### config.mk
export PLATFORM = sky130hd
export DESIGN_NAME = rv_ctrl_mc_flat
export DESIGN_NICKNAME = d
export VERILOG_FILES = /design/src/rtl/rv_ctrl_pkg.sv /design/src/rtl/rv_ctrl_if.sv /design/src/rtl/rv_imm_gen.sv /design/src/rtl/rv_ctrl_mc.sv /design/src/flat_wrapper.sv
export SDC_FILE = /design/constraint.sdc
export NUM_CORES = 1
export LEC_CHECK = 0
export CAP_MARGIN = 15
export CORE_MARGIN = 2
export CORE_UTILIZATION = 47
export DETAILED_ROUTE_END_ITERATION = 16
export DONT_BUFFER_PORTS = 1
export MAX_ROUTING_LAYER = met4
export PLACE_DENSITY = 0.65
export SLEW_MARGIN = 20
export SYNTH_ARGS = -nofsm -noshare
export SYNTH_HDL_FRONTEND = slang
export SYNTH_SLANG_ARGS = --single-unit
### constraint.sdc
create_clock -name clk -period 6.84 [get_ports clk]
set_input_delay 0.684 -clock clk [delete_from_list [all_inputs] [get_ports clk]]
set_output_delay 0.684 -clock clk [all_outputs]
set_load 0.01 [all_outputs]
### src/rtl/rv_ctrl_pkg.sv
// rv_ctrl_pkg: states, instruction encodings and decode helper for rv_ctrl_mc
package rv_ctrl_pkg;
    typedef enum logic [2:0] {S_IDLE, S_FETCH, S_DECODE, S_EXEC, S_MEM, S_WB, S_HALT} state_t;
    typedef enum logic [2:0] {I_BAD, I_LD, I_SD, I_ADDI, I_ADD, I_SUB, I_BEQ} instr_t;
    localparam logic [6:0] OPC_LOAD = 7'b0000011;
    localparam logic [6:0] OPC_STORE = 7'b0100011;
    localparam logic [6:0] OPC_IMM = 7'b0010011;
    localparam logic [6:0] OPC_REG = 7'b0110011;
    localparam logic [6:0] OPC_BRANCH = 7'b1100011;
    localparam logic [2:0] F3_D = 3'b011;
    localparam logic [2:0] F3_ADD = 3'b000;
    localparam logic [2:0] F3_BEQ = 3'b000;
    localparam logic [6:0] F7_ADD = 7'b0000000;
    localparam logic [6:0] F7_SUB = 7'b0100000;
    localparam logic [31:0] HALT_INSTR = 32'h0000_0073;
    localparam logic [1:0] ALU_ADD = 2'b00;
    localparam logic [1:0] ALU_SUB = 2'b01;
    function automatic instr_t decode(input logic [6:0] opc, input logic [2:0] f3, input logic [6:0] f7);
        return (opc == OPC_LOAD && f3 == F3_D) ? I_LD :
               (opc == OPC_STORE && f3 == F3_D) ? I_SD :
               (opc == OPC_IMM && f3 == F3_ADD) ? I_ADDI :
               (opc == OPC_REG && f3 == F3_ADD && f7 == F7_ADD) ? I_ADD :
               (opc == OPC_REG && f3 == F3_ADD && f7 == F7_SUB) ? I_SUB :
               (opc == OPC_BRANCH && f3 == F3_BEQ) ? I_BEQ : I_BAD;
    endfunction
endpackage

### src/rtl/rv_ctrl_if.sv
// rv_ctrl_if: control unit inputs and datapath/memory steering signals
interface rv_ctrl_if;
    logic start;
    logic [31:0] instr;
    logic alu_zero;
    logic imem_re;
    logic [31:0] ir_q;
    logic [4:0] Ra;
    logic [4:0] Rb;
    logic [4:0] Rw;
    logic WE_Reg;
    logic [63:0] imm;
    logic alu_src;
    logic [1:0] alu_op;
    logic mem_re;
    logic mem_we;
    logic wb_sel;
    logic pc_load;
    logic pc_src;
    logic halted;
    logic illegal;
    modport master (
        input start, instr, alu_zero,
        output imem_re, ir_q, Ra, Rb, Rw, WE_Reg, imm, alu_src, alu_op,
        mem_re, mem_we, wb_sel, pc_load, pc_src, halted, illegal
    );
    modport slave (
        output start, instr, alu_zero,
        input imem_re, ir_q, Ra, Rb, Rw, WE_Reg, imm, alu_src, alu_op,
        mem_re, mem_we, wb_sel, pc_load, pc_src, halted, illegal
    );
endinterface

### src/rtl/rv_imm_gen.sv
// rv_imm_gen: sign-extended I/S/B immediate from the instruction register fields
module rv_imm_gen
    import rv_ctrl_pkg::*;
(
    input  logic [6:0]  opcode,
    input  logic [11:0] imm_hi,
    input  logic [4:0]  imm_lo,
    output logic [63:0] imm
);
    always_comb begin
        imm = (opcode == OPC_LOAD || opcode == OPC_IMM) ? {{52{imm_hi[11]}}, imm_hi} :
              (opcode == OPC_STORE) ? {{52{imm_hi[11]}}, imm_hi[11:5], imm_lo} :
              (opcode == OPC_BRANCH) ? {{52{imm_hi[11]}}, lo_bit(imm_lo), imm_hi[10:5], imm_lo[4:1], 1'b0} :
              64'd0;
    end
    function automatic logic lo_bit(input logic [4:0] lo);
        return lo[0];
    endfunction
endmodule

### src/rtl/rv_ctrl_mc.sv
// rv_ctrl_mc: multicycle RV64I-subset control unit sequencing FETCH/DECODE/EXEC/MEM/WB
module rv_ctrl_mc
    import rv_ctrl_pkg::*;
(
    input logic clk,
    input logic rst,
    rv_ctrl_if.master bus
);
    state_t state, state_n;
    logic [31:0] ir_q;
    logic illegal_q;
    instr_t op;
    assign op = decode(ir_q[6:0], ir_q[14:12], ir_q[31:25]);
    assign bus.ir_q = ir_q;
    assign bus.Ra = ir_q[19:15];
    assign bus.Rb = ir_q[24:20];
    assign bus.Rw = ir_q[11:7];
    assign bus.halted = state == S_HALT;
    assign bus.illegal = illegal_q;
    rv_imm_gen u_imm (
        .opcode(ir_q[6:0]),
        .imm_hi(ir_q[31:20]),
        .imm_lo(ir_q[11:7]),
        .imm(bus.imm)
    );
    always_ff @(posedge clk) begin
        if (rst) begin
            state <= S_IDLE;
            ir_q <= '0;
            illegal_q <= 1'b0;
        end else begin
            state <= state_n;
            if (state == S_FETCH) ir_q <= bus.instr;
            if (state == S_DECODE && op == I_BAD) illegal_q <= ir_q != HALT_INSTR;
            else if (state == S_HALT && bus.start) illegal_q <= 1'b0;
        end
    end
    always_comb begin
        state_n = state;
        bus.imem_re = 1'b0;
        bus.WE_Reg = 1'b0;
        bus.alu_src = 1'b0;
        bus.alu_op = ALU_ADD;
        bus.mem_re = 1'b0;
        bus.mem_we = 1'b0;
        bus.wb_sel = 1'b0;
        bus.pc_load = 1'b0;
        bus.pc_src = 1'b0;
        case (state)
            S_IDLE: state_n = bus.start ? S_FETCH : S_IDLE;
            S_FETCH: begin
                bus.imem_re = 1'b1;
                state_n = S_DECODE;
            end
            S_DECODE: state_n = (op == I_BAD) ? S_HALT : S_EXEC;
            S_EXEC: begin
                bus.alu_op = (op == I_SUB || op == I_BEQ) ? ALU_SUB : ALU_ADD;
                bus.alu_src = op == I_LD || op == I_SD || op == I_ADDI;
                bus.pc_load = op == I_BEQ;
                bus.pc_src = op == I_BEQ && bus.alu_zero;
                state_n = (op == I_BEQ) ? S_FETCH : (op == I_LD || op == I_SD) ? S_MEM : S_WB;
            end
            S_MEM: begin
                bus.mem_re = op == I_LD;
                bus.mem_we = op == I_SD;
                bus.pc_load = op == I_SD;
                state_n = (op == I_LD) ? S_WB : S_FETCH;
            end
            S_WB: begin
                bus.WE_Reg = ir_q[11:7] != 5'd0;
                bus.wb_sel = op == I_LD;
                bus.pc_load = 1'b1;
                state_n = S_FETCH;
            end
            S_HALT: state_n = bus.start ? S_FETCH : S_HALT;
            default: state_n = S_IDLE;
        endcase
    end
endmodule
### src/flat_wrapper.sv
// flat-port wrapper written by rule: the top's interface ports become plain ports
module rv_ctrl_mc_flat import rv_ctrl_pkg::*;
  (clk, rst, bus_start, bus_instr, bus_alu_zero, bus_imem_re, bus_ir_q, bus_Ra, bus_Rb, bus_Rw, bus_WE_Reg, bus_imm, bus_alu_src, bus_alu_op, bus_mem_re, bus_mem_we, bus_wb_sel, bus_pc_load, bus_pc_src, bus_halted, bus_illegal);
  rv_ctrl_if bus_i ();
  input logic clk;
  input logic rst;
  input wire logic [$bits(bus_i.start)-1:0] bus_start;
  input wire logic [$bits(bus_i.instr)-1:0] bus_instr;
  input wire logic [$bits(bus_i.alu_zero)-1:0] bus_alu_zero;
  output wire logic [$bits(bus_i.imem_re)-1:0] bus_imem_re;
  output wire logic [$bits(bus_i.ir_q)-1:0] bus_ir_q;
  output wire logic [$bits(bus_i.Ra)-1:0] bus_Ra;
  output wire logic [$bits(bus_i.Rb)-1:0] bus_Rb;
  output wire logic [$bits(bus_i.Rw)-1:0] bus_Rw;
  output wire logic [$bits(bus_i.WE_Reg)-1:0] bus_WE_Reg;
  output wire logic [$bits(bus_i.imm)-1:0] bus_imm;
  output wire logic [$bits(bus_i.alu_src)-1:0] bus_alu_src;
  output wire logic [$bits(bus_i.alu_op)-1:0] bus_alu_op;
  output wire logic [$bits(bus_i.mem_re)-1:0] bus_mem_re;
  output wire logic [$bits(bus_i.mem_we)-1:0] bus_mem_we;
  output wire logic [$bits(bus_i.wb_sel)-1:0] bus_wb_sel;
  output wire logic [$bits(bus_i.pc_load)-1:0] bus_pc_load;
  output wire logic [$bits(bus_i.pc_src)-1:0] bus_pc_src;
  output wire logic [$bits(bus_i.halted)-1:0] bus_halted;
  output wire logic [$bits(bus_i.illegal)-1:0] bus_illegal;
  assign bus_i.start = bus_start;
  assign bus_i.instr = bus_instr;
  assign bus_i.alu_zero = bus_alu_zero;
  assign bus_imem_re = bus_i.imem_re;
  assign bus_ir_q = bus_i.ir_q;
  assign bus_Ra = bus_i.Ra;
  assign bus_Rb = bus_i.Rb;
  assign bus_Rw = bus_i.Rw;
  assign bus_WE_Reg = bus_i.WE_Reg;
  assign bus_imm = bus_i.imm;
  assign bus_alu_src = bus_i.alu_src;
  assign bus_alu_op = bus_i.alu_op;
  assign bus_mem_re = bus_i.mem_re;
  assign bus_mem_we = bus_i.mem_we;
  assign bus_wb_sel = bus_i.wb_sel;
  assign bus_pc_load = bus_i.pc_load;
  assign bus_pc_src = bus_i.pc_src;
  assign bus_halted = bus_i.halted;
  assign bus_illegal = bus_i.illegal;
  rv_ctrl_mc u_core (.clk(clk), .rst(rst), .bus(bus_i));
endmodule
==> results of run 1 <==
[critical path, delay by kind of cell, from the launching register on]
family	cells	cell delay [ps]
and+or+nand+nor	4	1590
buffers and inverters	1	790
DFF	1	360
[logic make-up after synthesis]
group           count (synthesis)
compound gates                 57
simple gates                  128
other cells                     1
buf+inv                        88
flops                          36
[state kept, by name (all words and copies together), names as in the netlist]
| signal | cells |
|---|---|
| u_core.bus.illegal | 1 |
| u_core.bus.ir_q | 32 |
| u_core.state | 3 |
[where the power goes]
group | switching (W) | leakage [nW] | total [W] | internal, W
combinational | 0.0000468 | 0.288 | 0.0000741 | 0.0000273
sequential | 0.0000462 | 0.293 | 0.000276 | 0.000230
clock | 0.0000781 | 0.0510 | 0.000158 | 0.0000803
[cell type report]
type	count	area (um2)
inverter	4	15.0
clock buffer	6	82.6
clock inverter	2	10.0
timing repair buffer	2	15.0
multi-input combinational	186	1010
sequential	36	721
tap	67	83.8
fill	527	2820
[stage by stage]
step | hold slack (ps) | utilization | instance area (um2) | cells
6_report | 443 | 0.407 | 1940 | 303
5_1_grt | 440 | 0.407 | 1940 | 303
4_1_cts | 443 | 0.407 | 1940 | 303
3_5_place_dp | 514 | 0.388 | 1840 | 295
3_3_place_gp | 510 | 0.388 | 1840 | 295
2_1_floorplan | 496 | - | 2320 | 310
[placed cells by master (no fill, tap or decap), types with 3 or more instances in the layout]
master / instances
and2_1: 6
a21oi_1: 37
nand3b_1: 3
a22o_1: 4
clkbuf_8: 6
nor3_1: 6
a31oi_1: 3
nor2_1: 9
dfxtp_1: 36
nand2_1: 70
or3_1: 3
nand3_1: 4
o21ai_0: 3
nor4_1: 6
[worst min-delay path by stage]
stage,to,slack (ps),cells after the start
after detailed placement,u_core.bus.ir_q[27]$_SDFFE_PP0P_,510,2
after floorplan,u_core.bus.ir_q[3]$_SDFFE_PP0P_,500,2
final,u_core.bus.ir_q[4]$_SDFFE_PP0P_,440,1
after global routing,u_core.bus.ir_q[30]$_SDFFE_PP0P_,440,1
after global placement,u_core.bus.ir_q[3]$_SDFFE_PP0P_,510,2
after CTS,u_core.bus.ir_q[30]$_SDFFE_PP0P_,440,1
[metal layers]
layer / vias up / global-route usage
met2: 92 / 0.301
met1: 790 / 0.252
met4: 0 / 0.0774
met5: - / -
li1: 832 / -
met3: 12 / 0.0637
==> reports/qor.yml, run 1 <==
synth_cell_types: 43
ios: 159
end_kind: "output port"
met3_wirelength_um: 509
yosysTopAreaCell: "dfxtp_1"
drive_gt1_frac: 0.0975
status: "complete, no violations"
r2r_start: "u_core.bus.ir_q[3]$_SDFFE_PP0P_"
cp-startpoint: "u_core.bus.ir_q[3]$_SDFFE_PP0P_"
synth_compound_area_frac: 0.157
holdBufCountCts: 0
slew_viol_final: 0
fin_crit_sh: 0.550
crit_path_max_incr_delay_ps: 790
cts_tree: "built"
leakagePower_nw: 0.633
routed-via-count: 1726
cpMaxStageDelayCell: "buf_4"
ys_seq_area_frac: 0.311
yosysMostFrequentCell: "nand2_1"
synth.avg_cell_area_um2: 7.48
mappedNetlistArea_mm2: 0.00232
syn_inst: 310
areaGrowthSynthToFinish_pct: -16.5
synth_top_area_frac: 0.311
rrSetupSlack_ps: 4860
synth_top_family_by_area: "simple AND/OR/NAND/NOR gates"
clk_latency_ps: 300
cts_buffer_depth: 2
path_clk_slew_ps: 70
hold_viol: 0
top_layer: "met4"
worst-endpoint-required_ps: 6160
met1_length_um: 2340
finalSetupViolations: 0
layout_setup_ws_ps: 3080
r2r_end: "u_core.state[2]$_SDFF_PP0_"
finalClockSkew_ps: 6.68
fin_nets: 271
ant_nets: 0
cts_sinks: 36
chipHeight_um: 74.3
synth_ff_type: "dfxtp_1"
wl_um: 5380
cp-endpoint: "bus_imm[13]"
rows: 25
finalSetupTns_ps: 0
initial_utilization: 0.488
routed_via_density: 5.70
grt_max_degree: 37
power.density_mw_per_mm2: 262
muxShareOfSynthArea: 0
tightest_slew_ps: 848
crit_fanout: 31
io_buffers: 0
drc: 0
synth-xor-area-share: 0
drt-initial-drc-count: 123
ys_async_sr_fraction: 0
path_cells: "nand4bb_1, nor3_4, or2_2, and2_4, buf_4"
worstSetupPathType: "reg -> out"
cp-start-kind: "flop"
h-tree-depth: 2
syn-num-nets: 346
drt_pass1_iterations: 4
place_congestion: 0.858
dp_hpwl_um: 3850
synth_area_leaders: "dfxtp_1 (31%), buf_4 (22%), nand2_1 (11%), a21oi_1 (8.0%), and2_1 (1.9%)"
wl_per_cell_um: 17.7
core_area_mm2: 0.00475
rr_worst_depth: 5
die_w_um: 74.3
grt_pass1_wl_um: 8050
wl_met2_um: 2430
postCtsSetupBuffers: 0
synth-edff-count: 0
post-route-min-period_ps: 3760
rsz0062_at_grt: "no"
max_freq_mhz: 266
yosys_warnings: 0
cap_violations: 0
grt_overflow: 0
dp_slack_ps: 3390
root_buffer: "clkbuf_8"
hold_start: "rst"
synthAdderAreaFrac: 0
arrival_ps: 3080
numCtsBuffers: 5
synth_common_cells: "nand2_1 (70), buf_4 (68), a21oi_1 (37), dfxtp_1 (36), clkbuf_1 (10)"
synth-seq-cells: 36
diodes: 0
antenna_found_initial: 0
grt_usage: 0.200
synth-simple-area-share: 0.276
die_area_mm2: 0.00551
grt_pass1_vias: 1627
finalPower_w: 0.000508
post_cts_resized: 0
hp-class: "in -> reg"
relSlewSlack: 0.439
ir_drop_v: 0.000131
(Power assumes the default switching activity.)
==> inputs of run 2 (changes only) <==
==> constraint.sdc (replaced) <==
create_clock -name clk -period 3.7 [get_ports clk]
set_input_delay 0.37 -clock clk [delete_from_list [all_inputs] [get_ports clk]]
set_output_delay 0.37 -clock clk [all_outputs]
set_load 0.01 [all_outputs]
==> reports/qor.yml, run 2 (same netlist as run 1, synthesis figures left out) <==
status: "complete, no violations"
multiInputGateArea_mm2: 0.00101  # +0.12%
intPower_w: 0.000711  # +110%
relSlewSlack: 0.609  # +0.170
end_kind: "output port"
antenna_found_initial: 0  # unchanged
numCtsBuffers: 5  # unchanged
drt-initial-drc-count: 94  # -24%
h-tree-depth: 2  # unchanged
num-fill-cells: 515  # -2.3%
regArea_um2: 721  # unchanged
chipHeight_um: 74.3  # unchanged
power.density_mw_per_mm2: 518  # +97%
grt_overflow: 0  # unchanged
cap_violations: 0  # unchanged
cp-startpoint: "u_core.bus.ir_q[1]$_SDFFE_PP0P_"
initial_utilization: 0.488  # unchanged
leakagePower_nw: 0.645  # +1.9%
finalSetupViolations: 0  # unchanged
wl_per_cell_um: 17.7  # about the same
ios: 159  # unchanged
largest-register: "u_core.bus.ir_q"
power.net_switching_w: 0.000313  # +83%
slew_viol_final: 0  # unchanged
finalSetupTns_ps: 0  # unchanged
crit_path_max_incr_delay_ps: 470  # -320 ps
clockPowerShare: 0.371  # +0.059
holdBufCountCts: 0  # unchanged
rrSetupSlack_ps: 1440  # -3420 ps
place_area_mm2: 0.00185  # +0.27%
seqPwrFrac: 0.499  # -0.043
cts_buffer_depth: 2  # unchanged
cp-start-kind: "flop"
clk_latency_ps: 290  # about the same
post-route-util: 0.416  # +0.00842
post_cts_resized: 0  # unchanged
final_cell_mix: "nand2_1 (70), a21oi_1 (37), dfxtp_1 (36), nor2_1 (9), clkbuf_8 (7)"
rsz0062_at_grt: "no"
core_area_mm2: 0.00475  # unchanged
worst-endpoint-required_ps: 3330  # -2830 ps
largest_reg_flops: 32  # unchanged
drc: 0  # unchanged
path_clk_slew_ps: 70  # about the same
grt_pass1_wl_um: 8000  # -0.60%
ant_nets: 0  # unchanged
wl_um: 5360  # -0.35%
cpMaxStageDelayCell: "buf_12"
rows: 25  # unchanged
hold_start: "rst"
areaGrowthSynthToFinish_pct: -14.8
place_congestion: 0.890  # +3.8%
max_freq_mhz: 356
path_buf_inv: 1  # unchanged
tightest_slew_ps: 585  # -262 ps
routed_via_density: 5.72  # +0.39%
swShare: 0.305  # -0.0313
cts_sinks: 36  # unchanged
die_w_um: 74.3  # unchanged
grt_pass1_vias: 1526  # -6.2%
hold_viol: 0  # unchanged
crit_family: "simple AND/OR/NAND/NOR gates"
crit_fanout: 52  # +68%
drt_pass1_iterations: 4  # unchanged
cts_tree: "built"
root_buffer: "clkbuf_8"
ir_drop_v: 0.000276  # +110%
place_inst: 294  # -0.34%
routed-via-count: 1727  # +0.058%
diodes: 0  # unchanged
path_cells: "nand4bb_1, nor3_4, or2_2, and2_4, buf_12"
r2r_start: "u_core.state[0]$_SDFF_PP0_"
drive_gt1_frac: 0.0979  # +0.000415
grt_max_degree: 53  # +43%
fin_area_mm2: 0.00198  # +2.1%
fin_crit_sh: 0.759
worstSetupPathType: "reg -> out"
comb_power_share: 0.130  # -0.016
arrival_ps: 2440  # -640 ps
fin_nets: 270  # -0.37%
grt_usage: 0.197  # -0.00353
dp_hpwl_um: 3820  # -0.95%
hp-class: "in -> reg"
postCtsSetupBuffers: 0  # unchanged
post-route-min-period_ps: 2810
final_cells: 302  # -0.33%
layout_commonest_cell: "nand2_1"
die_area_mm2: 0.00551  # unchanged
io_buffers: 0  # unchanged
finalClockSkew_ps: 5.81  # -0.868 ps
run 2: layout make-up:
| cell class | count | share of cell area |
|---|---|---|
| flip-flops and latches | 36 | 0.365 |
| inverters | 4 | 0.00759 |
| clock inverters | 1 | 0.0152 |
| clock buffers | 7 | 0.0487 |
| repair buffers | 1 | 0.0101 |
| well taps | 67 | 0.0424 |
| multi-input cells | 186 | 0.511 |
run 2: worst reg2reg max path, cell delays in order (launching register included):
cell and delay [ps]:
dfxtp_1 480, inv_2 100, or3_2 750, inv_2 570, nand2_1 130, a21oi_1 150
run 2: worst paths after layout:
| path | endpoint | depth (start not counted) |
|---|---|---|
| setup / recovery | bus_imm[55] | 5 |
| hold / removal | u_core.bus.ir_q[4]$_SDFFE_PP0P_ | 1 |
| setup reg to reg | u_core.bus.ir_q[20]$_SDFFE_PP0P_ | 5 |
| hold reg to reg | u_core.bus.ir_q[3]$_SDFFE_PP0P_ | 2 |
run 2: power by group through the flow:
stage	sequential [W]	clock, W	combinational [W]
floorplan	0.000479	0	0.000166
global placement	0.000519	0	0.000132
detailed placement	0.000520	0	0.000135
CTS	0.000511	0.000387	0.000135
global route	0.000520	0.000405	0.000154
finish	0.000510	0.000380	0.000133
run 2: metrics by stage:
step | hold slack [ps] | worst slack (ps) | total power [W]
after floorplan | 496 | 881 | 0.000645
after global routing | 128 | 763 | 0.00108
final | 142 | 890 | 0.00102
after detailed placement | 444 | 1210 | 0.000655
after global placement | 442 | 1210 | 0.000651
after CTS | 135 | 890 | 0.00103
run 2: per-layer routing:
metal  wire length [um]  part of all wire  global-route usage
met5                  0                 0                   -
met4                 31            0.0058              0.0456
met3                476             0.089              0.0813
met2               2510              0.47               0.293
met1               2340              0.44               0.251
==> inputs of run 3 (changes only) <==
==> constraint.sdc (replaced) <==
create_clock -name clk -period 2.9 [get_ports clk]
set_input_delay 0.29 -clock clk [delete_from_list [all_inputs] [get_ports clk]]
set_output_delay 0.29 -clock clk [all_outputs]
set_load 0.01 [all_outputs]
==> reports/qor.yml, run 3 (same netlist as run 1, synthesis figures left out) <==
initial_utilization: 0.488  # unchanged
finalSetupViolations: 0  # unchanged
fin_crit_sh: 0.908
post_cts_resized: 0  # unchanged
rsz0062_at_grt: "no"
cap_violations: 0  # unchanged
rows: 25  # unchanged
fin_area_mm2: 0.00199  # +0.70%
largest_reg_flops: 32  # unchanged
power.net_switching_w: 0.000407  # +30%
h-tree-depth: 2  # unchanged
end_kind: "output port"
routed-via-count: 1727  # unchanged
dp_hpwl_um: 3850  # +0.73%
place_congestion: 0.889  # -0.11%
core_area_mm2: 0.00475  # unchanged
die_w_um: 74.3  # unchanged
areaGrowthSynthToFinish_pct: -14.2
grt_pass1_wl_um: 8050  # +0.69%
ant_nets: 0  # unchanged
grt_pass1_vias: 1601  # +4.9%
diodes: 0  # unchanged
largest-register: "u_core.bus.ir_q"
io_buffers: 0  # unchanged
slew_viol_final: 0  # unchanged
power.density_mw_per_mm2: 661  # +28%
grt_max_degree: 53  # unchanged
clk_latency_ps: 290  # about the same
tightest_slew_ps: 615  # +29.4 ps
place_area_mm2: 0.00186  # +0.81%
arrival_ps: 2340  # -100 ps
drt-initial-drc-count: 70  # -26%
holdBufCountCts: 0  # unchanged
intPower_w: 0.000909  # +28%
hold_viol: 0  # unchanged
grt_usage: 0.201  # +0.00428
wl_per_cell_um: 17.7  # -0.36%
hp-class: "in -> reg"
die_area_mm2: 0.00551  # unchanged
final_cell_mix: "nand2_1 (70), a21oi_1 (37), dfxtp_1 (36), nor2_1 (9), clkbuf_8 (7)"
cts_buffer_depth: 2  # unchanged
post-route-util: 0.419  # +0.00289
worstSetupPathType: "reg -> out"
root_buffer: "clkbuf_8"
antenna_found_initial: 0  # unchanged
swShare: 0.309  # +0.00363
leakagePower_nw: 0.654  # +1.5%
comb_power_share: 0.134  # +0.004
layout_commonest_cell: "nand2_1"
clockPowerShare: 0.372  # about the same
ios: 159  # unchanged
drive_gt1_frac: 0.101  # +0.00339
routed_via_density: 5.68  # -0.66%
crit_fanout: 10  # -81%
seqPwrFrac: 0.494  # -0.005
grt_overflow: 0  # unchanged
finalClockSkew_ps: 8.64  # +2.83 ps
drc: 0  # unchanged
finalPower_w: 0.00132  # +29%
status: "complete, no violations"
wl_um: 5370  # +0.30%
drt_pass1_iterations: 4  # unchanged
path_clk_slew_ps: 70  # about the same
cts_tree: "built"
fin_nets: 272  # +0.74%
numCtsBuffers: 5  # unchanged
relSlewSlack: 0.589  # -0.0197
cts_sinks: 36  # unchanged
ir_drop_v: 0.000317  # +15%
postCtsSetupBuffers: 0  # unchanged
finalSetupTns_ps: 0  # unchanged
worst-endpoint-required_ps: 2610  # -720 ps
cp-start-kind: "flop"
chipHeight_um: 74.3  # unchanged
max_freq_mhz: 380
post-route-min-period_ps: 2630
[run 3: power by group through the flow]
stage,Combinational (W),Clock (W),Sequential (W)
2_1_floorplan,0.000212,0,0.000611
3_3_place_gp,0.000176,0,0.000661
3_5_place_dp,0.000180,0,0.000663
4_1_cts,0.000180,0.000496,0.000650
5_1_grt,0.000203,0.000511,0.000662
6_report,0.000176,0.000490,0.000649
[run 3: final timing paths]
kind	startpoint	depth (start not counted)	endpoint	slack, ps
setup / recovery	u_core.bus.ir_q[6]$_SDFFE_PP0P_	4	bus_alu_src	270
hold / removal	rst	1	u_core.bus.ir_q[4]$_SDFFE_PP0P_	60
setup reg to reg	u_core.state[0]$_SDFF_PP0_	6	u_core.bus.ir_q[13]$_SDFFE_PP0P_	860
hold reg to reg	u_core.bus.ir_q[27]$_SDFFE_PP0P_	2	u_core.bus.ir_q[27]$_SDFFE_PP0P_	520
[run 3: layer usage]
layer	track usage	up-vias	wire length, um
met5	-	-	0
met4	0.0774	0	68
li1	-	829	-
met1	0.247	803	2420
met2	0.305	88	2390
met3	0.0691	7	492
[run 3: worst max-delay path: stages (launching register included)]
cell and delay [ps]:
dfxtp_1 580, or3b_1 440, a2111oi_4 400, a22oi_2 150
nor4_1 480
[run 3: stage by stage]
stage	hold slack (ps)	instances	setup slack [ps]
after floorplan	426	310	161
after global placement	363	296	630
after CTS	51.7	304	283
final	57.2	304	266
after global routing	49.6	304	117
after detailed placement	365	296	601
[run 3: cell type report]
class	count	area, um2
clock inverter	1	30.0
tap	67	83.8
multi-input combinational	186	1010
clock buffer	7	96.3
inverter	4	15.0
sequential	36	721
fill	522	2760
timing repair buffer	3	35.0
